--- src/rtl/mmu_sequencer.sv ---
// mmu_sequencer
//   Operand store and schedule controller for a 2x2 systolic MAC array.
//   A/B elements arrive one byte at a time on the load port; once all eight
//   have been written the block clears the array, feeds its left/top edges
//   with skewed operands, waits for the array to drain, captures the low
//   byte of each accumulator and then serves those bytes on out_data.
//
// Ports
//   clk, rst                  rising-edge clock, synchronous active-high reset
//   load_en/load_sel_ab/      element write: sel_ab 0=A 1=B, index {row,col}
//   load_index/in_data
//   output_en/output_sel      C readout request, index {row,col}
//   c_flat                    array accumulators, C[i][j] at slice 2i+j
//   pe_clear, pe_en           array clear / advance controls
//   a_row0/1, b_col0/1        registered edge operands
//   out_data                  registered C byte (1-cycle latency)
//   busy, done, load_drop     status; load_drop flags a load ignored while busy
//
// Timing, counted from the edge N that accepts the eighth element:
//   state after edge N+k: k=0 CLEAR, k=1..3 FEED, k=4..(3+DRAIN_CYCLES) DRAIN,
//   then one CAPTURE cycle, then DONE.
module mmu_sequencer #(
    parameter int DATA_W       = 8,
    parameter int ACC_W        = 16,
    parameter int DRAIN_CYCLES = 2
) (
    input  logic                 clk,
    input  logic                 rst,
    input  logic                 load_en,
    input  logic                 load_sel_ab,
    input  logic [1:0]           load_index,
    input  logic [DATA_W-1:0]    in_data,
    input  logic                 output_en,
    input  logic [1:0]           output_sel,
    input  logic [4*ACC_W-1:0]   c_flat,
    output logic                 pe_clear,
    output logic                 pe_en,
    output logic [DATA_W-1:0]    a_row0,
    output logic [DATA_W-1:0]    a_row1,
    output logic [DATA_W-1:0]    b_col0,
    output logic [DATA_W-1:0]    b_col1,
    output logic [DATA_W-1:0]    out_data,
    output logic                 busy,
    output logic                 done,
    output logic                 load_drop
);

    typedef enum logic [2:0] {
        S_IDLE, S_CLEAR, S_FEED, S_DRAIN, S_CAPTURE, S_DONE
    } state_t;

    state_t                  state_q, state_d;
    logic [7:0]              cnt_q, cnt_d;      // FEED step / DRAIN count
    logic [7:0]              mask_q, mask_d;
    logic [3:0][DATA_W-1:0]  a_q, b_q, c_q;
    logic [DATA_W-1:0]       out_q;

    // Edge outputs are registered from the next state so they only move on
    // state/step transitions.
    logic                    pe_clear_q, pe_clear_d;
    logic                    pe_en_q, pe_en_d;
    logic [DATA_W-1:0]       a0_q, a1_q, b0_q, b1_q;
    logic [DATA_W-1:0]       a0_d, a1_d, b0_d, b1_d;

    logic                    wr_acc;
    logic [7:0]              wr_bit;

    assign busy      = (state_q == S_CLEAR) || (state_q == S_FEED) ||
                       (state_q == S_DRAIN) || (state_q == S_CAPTURE);
    assign done      = (state_q == S_DONE);
    assign load_drop = load_en && busy;

    assign pe_clear = pe_clear_q;
    assign pe_en    = pe_en_q;
    assign a_row0   = a0_q;
    assign a_row1   = a1_q;
    assign b_col0   = b0_q;
    assign b_col1   = b1_q;
    assign out_data = out_q;

    always_comb begin
        wr_acc  = load_en && ((state_q == S_IDLE) || (state_q == S_DONE));
        wr_bit  = 8'd1 << {load_sel_ab, load_index};
        state_d = state_q;
        cnt_d   = cnt_q;
        mask_d  = wr_acc ? (mask_q | wr_bit) : mask_q;

        case (state_q)
            S_IDLE: begin
                // The mask check includes this cycle's write.
                if (mask_d == 8'hFF) begin
                    mask_d  = '0;
                    state_d = S_CLEAR;
                end
            end
            S_CLEAR: begin
                state_d = S_FEED;
                cnt_d   = '0;
            end
            S_FEED: begin
                if (cnt_q == 8'd2) begin
                    state_d = S_DRAIN;
                    cnt_d   = '0;
                end else begin
                    cnt_d = cnt_q + 8'd1;
                end
            end
            S_DRAIN: begin
                if (cnt_q == 8'(DRAIN_CYCLES - 1)) state_d = S_CAPTURE;
                else                               cnt_d   = cnt_q + 8'd1;
            end
            S_CAPTURE: state_d = S_DONE;
            S_DONE:    if (wr_acc) state_d = S_IDLE;
            default:   state_d = S_IDLE;
        endcase

        // Skewed edge feed: a_row_i = A[i][t-i], b_col_j = B[t-j][j].
        pe_clear_d = (state_d == S_CLEAR);
        pe_en_d    = (state_d == S_FEED) || (state_d == S_DRAIN);
        a0_d = '0;
        a1_d = '0;
        b0_d = '0;
        b1_d = '0;
        if (state_d == S_FEED) begin
            case (cnt_d[1:0])
                2'd0: begin
                    a0_d = a_q[0];
                    b0_d = b_q[0];
                end
                2'd1: begin
                    a0_d = a_q[1];
                    a1_d = a_q[2];
                    b0_d = b_q[2];
                    b1_d = b_q[1];
                end
                default: begin
                    a1_d = a_q[3];
                    b1_d = b_q[3];
                end
            endcase
        end
    end

    always_ff @(posedge clk) begin
        if (rst) begin
            state_q    <= S_IDLE;
            cnt_q      <= '0;
            mask_q     <= '0;
            a_q        <= '0;
            b_q        <= '0;
            c_q        <= '0;
            out_q      <= '0;
            pe_clear_q <= 1'b0;
            pe_en_q    <= 1'b0;
            a0_q       <= '0;
            a1_q       <= '0;
            b0_q       <= '0;
            b1_q       <= '0;
        end else begin
            state_q    <= state_d;
            cnt_q      <= cnt_d;
            mask_q     <= mask_d;
            pe_clear_q <= pe_clear_d;
            pe_en_q    <= pe_en_d;
            a0_q       <= a0_d;
            a1_q       <= a1_d;
            b0_q       <= b0_d;
            b1_q       <= b1_d;
            if (wr_acc) begin
                if (load_sel_ab) b_q[load_index] <= in_data;
                else             a_q[load_index] <= in_data;
            end
            if (state_q == S_CAPTURE) begin
                for (int k = 0; k < 4; k++)
                    c_q[k] <= c_flat[k*ACC_W +: DATA_W];   // low byte only
            end
            out_q <= output_en ? c_q[output_sel] : '0;
        end
    end

endmodule

--- config.mk ---
export PLATFORM = sky130hd
export DESIGN_NAME = mmu_sequencer
export DESIGN_NICKNAME = d
export VERILOG_FILES = /design/src/rtl/mmu_sequencer.sv
export SDC_FILE = /design/constraint.sdc
export NUM_CORES = 1
export LEC_CHECK = 0
export CELL_PAD_IN_SITES_DETAIL_PLACEMENT = 1
export CELL_PAD_IN_SITES_GLOBAL_PLACEMENT = 1
export CORE_MARGIN = 5
export CORE_UTILIZATION = 38
export DETAILED_ROUTE_END_ITERATION = 7
export PLACE_DENSITY_LB_ADDON = 0.1
export SYNTH_ARGS = -nofsm -noshare
export SYNTH_HDL_FRONTEND = slang
export SYNTH_SLANG_ARGS = --single-unit
--- constraint.sdc ---
create_clock -name clk -period 2.81 [get_ports clk]
set_input_delay 0.562 -clock clk [delete_from_list [all_inputs] [get_ports clk]]
set_output_delay 0.562 -clock clk [all_outputs]
set_load 0.02 [all_outputs]
== After elaboration in Yosys (flattened, before gate mapping) ==
Cells that the tools add are included.
Widths: inputs -> output; s select.

* Order comparisons: 3
* $add $sub $neg: 1
* Reductions and logical operators: 16
* Bitwise gates (word level): 4
* Shifts and indexed selects: 1
* Eq/ne operators: 13
* Muxes and demuxes: 21

{| class="wikitable"
|+ Operators with widths
! cell !! count
|-
| $bwmux 32 || 2
|-
| $pmux 8 s2 || 4
|-
| $mux 8 || 7
|-
| $pmux 8 s3 || 1
|-
| $pmux 3 s6 || 1
|-
| $bmux 8 s2 || 1
|-
| $demux 8 s2 || 1
|-
| $eq 3x2->1 const B || 4
|-
| $mux 3 || 4
|-
| $add 8x1->8 const B || 1
|-
| $eq 8x1->1 const B || 1
|-
| $eq 8x2->1 const B || 1
|-
| $eq 8x8->1 const B || 1
|-
| $or 8x8->8 || 1
|-
| $shl 1x3->8 const A || 1
|-
| $eq 3x1->1 const B || 2
|-
| $eq 3x3->1 const B || 2
|-
| $lt 2x3->1 const B || 2
|-
| $reduce_and 2->1 || 3
|-
| $logic_or 1x1->1 || 5
|-
| $reduce_or 2->1 || 2
|-
| $logic_and 1x1->1 || 3
|-
| $logic_not 3->1 || 1
|-
| $not 1->1 || 3
|-
| other kinds (5) || 5
|}

* Register bits after elaboration: 157
* Output and inout bits: 45

== Logic depth before layout (Yosys ltp) ==
Gate-level depths: netlist of run 1.

* Depth after elaboration: 10
* Gate-level depth with buffers: 9
* Depth with buffers taken out: 7

== Worst setup path before layout of run 1 ==
No wires, ideal clock.

* Kind: reg-to-reg
* Start point: reg cnt_q[0]
* End point: reg a0_q[0] (netlist: a_row0[0])
* Setup slack: 443 ps
* Setup time: 117 ps
* Cell stages (with the launch flop): 10
* Clock period less this slack: 2367 ps
* Data arrival time: 2250 ps
* Path through: dfxtp_1 -> clkinv_1 -> clkbuf_1 -> ha_1 -> mux2i_1 -> o41ai_4 -> mux2i_4 -> buf_4 -> mux2i_1 -> nor2_1

* Word-level cells in the longest chain between the ends: 6
* Elaborated cells between the ends (all ways): 15

{| class="wikitable"
|+ RTL lines
! item !! line !! text
|-
| from (decl) || 53 || <nowiki>logic [7:0] cnt_q, cnt_d;</nowiki>
|-
| from (signal assigned) || 161 || <nowiki>cnt_q <= cnt_d;</nowiki>
|-
| branches (longest 6 deep; another with $add 8x1->8) || -- ||
|-
| to (signal assigned) || 155 || <nowiki>a0_q <= '0;</nowiki>
|-
| to (signal assigned) || 165 || <nowiki>a0_q <= a0_d;</nowiki>
|-
| to (decl) || 62 || <nowiki>logic [DATA_W-1:0] a0_q, a1_q, b0_q, b1_q;</nowiki>
|}

Parallel ways; which one is timed is not known. The select of a mux whose other input is x is not followed.
A chain may end at the register's enable or synchronous reset.

== Worst setup path in the final report of run 1 ==
* Start point: reg cnt_q[6]
* End point: reg a0_q[3] (netlist: a_row0[3])

* Word-level cells in the longest chain between the ends: 6
* Elaborated cells between the ends (all ways): 14

{| class="wikitable"
|+ RTL lines
! item !! line !! text
|-
| $eq 8x1->1 / $eq 8x2->1 (equally long branches) || 109, 101 ||
|-
| $mux 3 (on tied branches) || 109, 101 ||
|-
| $pmux 3 s6 || 88 || <nowiki>case (state_q)</nowiki>
|-
| $eq 3x2->1 || 124 || <nowiki>if (state_d == S_FEED) begin</nowiki>
|-
| $not 1->1 (no line) || -- ||
|-
| $reduce_or 2->1 (no line) || -- ||
|}

Several ways; a longest one is shown, not always the timed one. The select of a mux whose other input is x is not followed.

==> flow_metrics.py, run 1 <==
metrics = {
    "outcome": {
        "status": "finished, final reports clean",
    },
    "power_and_ir_drop": {
        "max-vdd-ir-drop_v": 0.000432,
        "power.switching_mw": 1.04,
        "switching_share": 0.208,
        "combPwrFrac": 0.046,
        "leakage_nw": 2.75,
        "p_clk_frac": 0.498,
        "power_density_mw_per_mm2": 627,
        "p_int_mw": 3.93,
        "p_seq_frac": 0.455,
    },
    "critical_path": {
        "criticalPathCategory": "reg2reg",
        "crit_chain": "or4_4, o41ai_4, mux2i_4, mux2i_1, nor2_1",
        "critPathCaptureType": "register",
        "r2r_slack_ns": 0.20,
        "worst_r2r_path_depth": 5,
        "worstPathArrival_ns": 2.92,
        "crit_slowest_cell": "o41ai_4",
        "r2r-end": "a_row0[3]",
        "cp-start-kind": "register",
        "critPathMaxFanout": 17,
        "crit_required_ns": 3.12,
        "reg2reg_from": "cnt_q[6]",
        "critPathMaxStageDelay_ns": 0.77,
    },
    "grt": {
        "antenna_found_initial": 0,
        "grt_pass1_wl_um": 27200,
        "grt_start_max_net_pins": 70,
        "grt-ovfl-total": 0,
        "grt_use_total": 0.186,
        "grt_pass1_vias": 5382,
    },
    "synth": {
        "synth_enable_flop_cells": 0,
        "yosysMostFrequentCell": "dfxtp_1",
        "post_synth_instance_area_mm2": 0.00613,
        "synth.area.top_cells": "dfxtp_1 (51%), mux2i_1 (11%), a21oi_1 (5.9%), nand2_1 (5.5%), nor2_1 (4.8%)",
        "ys_seq_area_frac": 0.512,
        "syn-num-nets": 748,
        "netlist.area_leader.share": 0.512,
        "synth_cells": 664,
        "postSynthAreaPerCell_um2": 9.24,
        "ys_async_sr_fraction": 0,
        "ys_ff_latch": 157,
        "synth_ff_type": "dfxtp_1",
        "yosysTopAreaCell": "dfxtp_1",
        "synthTopCellsByCount": "dfxtp_1 (157), nand2_1 (90), nor2_1 (78), a21oi_1 (72), mux2i_1 (65)",
        "synth_warnings": 0,
        "synth_cell_types": 49,
    },
    "route": {
        "drcViolationCount": 0,
        "num_vias": 4928,
        "drt-wirelength-per-cell_um": 17.4,
        "drt-total-wl_um": 17000,
        "drtIter0Drc": 219,
        "postRouteAntennaNets": 0,
        "routed_via_density": 5.06,
        "first_pass_iters": 4,
    },
    "finish": {
        "layout.nets": 829,
        "regArea_mm2": 0.00314,
        "drive_above_1_share": 0.0859,
        "areaGrowthSynthToFinish_pct": 29.1,
        "fill_cells": 1818,
        "multi_input_area_mm2": 0.00276,
        "diodes": 0,
    },
    "sta": {
        "fmax_mhz": 384,
        "finalSetupViolCount": 0,
        "fin_hold_ws_ns": 0.453,
        "rsz0062_at_grt": "false",
        "final_hold_viol_count": 0,
        "tns_ns": 0,
        "worst_slew_pin_slew_ns": 0.869,
        "clock_skew_ns": 0.0113,
        "max_slew_margin": 0.408,
        "maxSlewViolCount": 0,
        "period_minus_slack_ns": 2.61,
        "finalCritPeriodShare": 0.928,
    },
    "floorplan": {
        "die_area_mm2": 0.0188,
        "initial_core_util": 0.386,
        "core_area_mm2": 0.0159,
        "ioPinCount": 126,
        "rows": 46,
        "die_h_um": 137,
        "dieWidth_um": 137,
    },
    "clock_tree": {
        "cts_buffers": 17,
        "path_clk_slew_ns": 0.06,
        "cts.sink_count": 157,
        "h-tree-depth": 4,
        "clockBufferDepth": 2,
        "clkLatencyLatePin_ns": 0.42,
        "cts_tree": "built",
        "root_buffer": "clkbuf_16",
    },
    "min_path": {
        "min_path_type": "reg2reg",
        "worstHoldPathCells": 2,
        "min_to": "b_q[1]",
        "hold_path_startpoint": "b_q[1]",
    },
    "flow_run": {
        "cap_violations": 0,
    },
    "placed_design": {
        "port_buffers": 93,
        "dpl.hpwl_um": 11600,
        "place.gp.congestion": 0.800,
    },
}
-- how the worst max path moves through the flow --
stage	to	cells past startpoint	slack [ns]	from
after floorplan	a_row0[0]	9	0.44	cnt_q[0]
after global placement	b_col0[0]	7	0.23	cnt_q[0]
after detailed placement	b_col0[0]	7	0.19	cnt_q[0]
after CTS	load_drop	4	0.05	state_q[0]
after global routing	a_row0[3]	7	0.01	cnt_q[0]
final	a_row0[3]	5	0.20	cnt_q[6]
-- logic make-up (layout without fill, tap and decap cells) --
group,count (synthesis),after routing,synth area share
flip-flops,157,157,0.512
AND/OR/NAND/NOR,267,267,0.198
AO/OA/AOI/OAI,102,102,0.101
XOR/XNOR,2,2,0.00286
multiplexers,75,75,0.141
adder cells (fa/ha/maj),3,3,0.00612
buffers and inverters,58,151,0.0388
-- power by group through the flow --
stage,Clock [mW],Sequential (mW),Combinational (mW)
6_report,2.48,2.26,0.229
4_1_cts,2.52,2.26,0.232
3_5_place_dp,0,2.31,0.230
3_3_place_gp,0,2.31,0.226
5_1_grt,2.62,2.26,0.248
2_1_floorplan,0,2.31,0.111
-- state kept, by name, indices dropped and copies added, names as in the netlist --
register and count:
a_q 32, a_row0 8, a_row1 8, b_col0 8, b_col1 8, b_q 32
c_q 32, cnt_q 8, mask_q 8, out_data 8, pe_clear 1, pe_en 1
state_q 3
-- routing by layer --
| layer | global-route usage | share of wire |
|---|---|---|
| met3 | 0.0379 | 0.032 |
| met2 | 0.332 | 0.51 |
| met4 | 0.0621 | 0.017 |
| met1 | 0.223 | 0.44 |
| met5 | 0 | 0 |
-- through the flow --
stage / std cells / area [um^2] / setup slack [ns] / util / power, mW
floorplan: 664 / 6130 / 0.443 / - / 2.42
global placement: 942 / 7290 / 0.233 / 0.459 / 2.54
detailed placement: 942 / 7290 / 0.190 / 0.459 / 2.54
CTS: 973 / 7920 / 0.0540 / 0.498 / 5.02
global route: 973 / 7920 / 0.0142 / 0.499 / 5.13
finish: 973 / 7920 / 0.203 / 0.499 / 4.97
-- critical path, delay by kind of cell, from the launching register on --
| family | cells | cell delay (ns) |
|---|---|---|
| DFF | 1 | 0.36 |
| muxes | 2 | 0.74 |
| AOI/OAI and AO/OA | 1 | 0.77 |
| and+or+nand+nor | 2 | 0.62 |
-- placed cells by master (no fill, tap or decap), drive strengths merged, types with 2 or more instances in the layout --
master and instances:
dfxtp 157, clkdlybuf4s50 92, nand2 90, nor2 78, a21oi 72, mux2i 66
nand3 38, clkbuf 21, nand2b 20, buf 20, nor2b 14, mux4 8
inv 8, o21ai 7, and3 6, nor3 6, bufinv 5, clkinv 4
nor4 3, nand3b 3, a32o 3, o21a 3, a21boi 3, ha 3
a41oi 3, and2 2, nor3b 2, a311oi 2
-- what timing repair did --
item,in CTS,in global routing
hold buffers,0,0
endpoints found under the setup margin,0,1
gates resized for setup,0,1
buffers inserted,0,0
-- layout make-up --
cell class	count	share of cell area
inverters	8	0.00379
repair buffers	112	0.137
clock buffers	21	0.0556
multi-input cells	449	0.349
well taps	216	0.0341
flip-flops and latches	157	0.397
clock inverters	10	0.0239
No activity file was read; power rests on OpenSTA's default activity.
==> run 2: changes to the inputs <==
Settings changed: PLACE_DENSITY from default to 0.78, PLACE_DENSITY_LB_ADDON 0.1 to default.
==> flow_metrics.py, run 2 (same netlist as run 1, synthesis figures left out) <==
metrics = {
    "route": {
        "drt-total-wl_um": 17000,
        "postRouteAntennaNets": 0,
        "routed_via_density": 5.19,
        "drtIter0Drc": 212,
        "drcViolationCount": 0,
        "drt-wirelength-per-cell_um": 17.5,
        "num_vias": 5049,
        "first_pass_iters": 4,
    },
    "sta": {
        "clock_skew_ns": 0.00779,
        "tns_ns": 0,
        "fmax_mhz": 374,
        "final_hold_viol_count": 0,
        "maxSlewViolCount": 0,
        "rsz0062_at_grt": "false",
        "worst_slew_pin_slew_ns": 0.867,
        "max_slew_margin": 0.409,
        "layout_setup_ws_ns": 0.135,
        "period_minus_slack_ns": 2.68,
        "finalCritPeriodShare": 0.952,
        "finalSetupViolCount": 0,
        "fin_hold_ws_ns": 0.454,
    },
    "placed_design": {
        "place.gp.congestion": 0.866,
        "dpl.hpwl_um": 11800,
        "place_ws_ns": 0.112,
        "port_buffers": 93,
    },
    "min_path": {
        "hold_path_startpoint": "c_q[31]",
        "min_to": "c_q[31]",
        "worstHoldPathCells": 2,
        "min_path_type": "reg2reg",
    },
    "critical_path": {
        "critPathMaxFanout": 12,
        "worst_r2r_path_depth": 7,
        "reg2reg_from": "cnt_q[0]",
        "r2r_slack_ns": 0.31,
        "crit_required_ns": 2.25,
        "worstPathArrival_ns": 2.11,
        "cp-start-kind": "register",
        "r2r-end": "a_row0[3]",
        "criticalPathCategory": "reg2out",
        "critPathCaptureType": "output port",
    },
    "grt": {
        "grt_use_total": 0.191,
        "grtUsageMet3": 0.0625,
        "grt.busiest_layer": "met2",
        "grt_pass1_wl_um": 27900,
        "grt-ovfl-total": 0,
        "antenna_found_initial": 0,
        "grt_start_max_net_pins": 44,
        "met2_usage": 0.322,
        "met1_usage": 0.231,
        "grt_pass1_vias": 5422,
    },
    "floorplan": {
        "initial_core_util": 0.386,
        "die_area_mm2": 0.0188,
        "rows": 46,
        "ioPinCount": 126,
        "dieWidth_um": 137,
        "die_h_um": 137,
        "core_area_mm2": 0.0159,
    },
    "finish": {
        "mostFrequentLayoutCells": "dfxtp_1 (157), clkdlybuf4s50_1 (92), nand2_1 (90), nor2_1 (77), a21oi_1 (72)",
        "areaGrowthSynthToFinish_pct": 29.3,
        "drive_above_1_share": 0.0898,
        "diodes": 0,
        "reg_top3": "a_q: 32 flops, b_q: 32 flops, c_q: 32 flops",
        "mostFrequentLayoutCell": "dfxtp_1",
        "layout.nets": 829,
        "utilization": 0.499,
    },
    "clock_tree": {
        "cts.sink_count": 157,
        "ctsHoldBuffers": 0,
        "root_buffer": "clkbuf_16",
        "clockBufferDepth": 2,
        "h-tree-depth": 4,
        "path_clk_slew_ns": 0.06,
        "clkLatencyLatePin_ns": 0.43,
        "cts_setup_buffers": 0,
        "cts_buffers": 17,
        "cts_tree": "built",
        "cts_resized": 0,
    },
    "power_and_ir_drop": {
        "max-vdd-ir-drop_v": 0.000442,
        "totalPowerFinal_mw": 5.03,
        "leakage_nw": 2.76,
        "power_density_mw_per_mm2": 634,
    },
    "flow_run": {
        "cap_violations": 0,
    },
    "outcome": {
        "status": "finished, final reports clean",
    },
}
## run 2: per-stage QoR
stage / instances / area, um^2
floorplan: 664 / 6130
global placement: 942 / 7280
detailed placement: 942 / 7280
CTS: 973 / 7930
global route: 973 / 7930
finish: 973 / 7930
## run 2: worst max path at each step
stage,start,end,slack (ns),cells past startpoint
after CTS,state_q[0],load_drop,0.12,4
after detailed placement,load_index[1],pe_clear,0.11,6
after floorplan,cnt_q[0],a_row0[0],0.44,9
after global placement,load_index[1],mask_q[1],0.29,5
after global routing,state_q[0],load_drop,0.001,4
final,state_q[0],load_drop,0.13,4
## run 2: report_power, final
group | internal [mW] | switching (mW) | total (mW)
clock network | 1.64 | 0.904 | 2.54
registers | 2.25 | 0.0136 | 2.26
logic | 0.105 | 0.120 | 0.225
total | 3.99 | 1.04 | 5.03
## run 2: layout make-up
cell class / count / area (um^2)
Clock buffer: 20 / 467
Tap cell: 216 / 270
Clock inverter: 11 / 189
Fill cell: 1818 / 7950
Inverter: 8 / 30.0
Multi-Input combinational cell: 449 / 2760
Timing Repair Buffer: 112 / 1070
Sequential cell: 157 / 3140
## run 2: routing by layer
metal,wire [um],share of wire
met2,8350,0.49
met5,0,0
met1,7460,0.44
met3,1020,0.060
met4,191,0.011
## run 2: worst max-delay path: stages, from the launching register on
cell,delay (ns)
dfxtp_1,0.59
nor2_1,0.15
xnor2_1,0.20
and2_1,0.15
clkdlybuf4s50_1,0.60
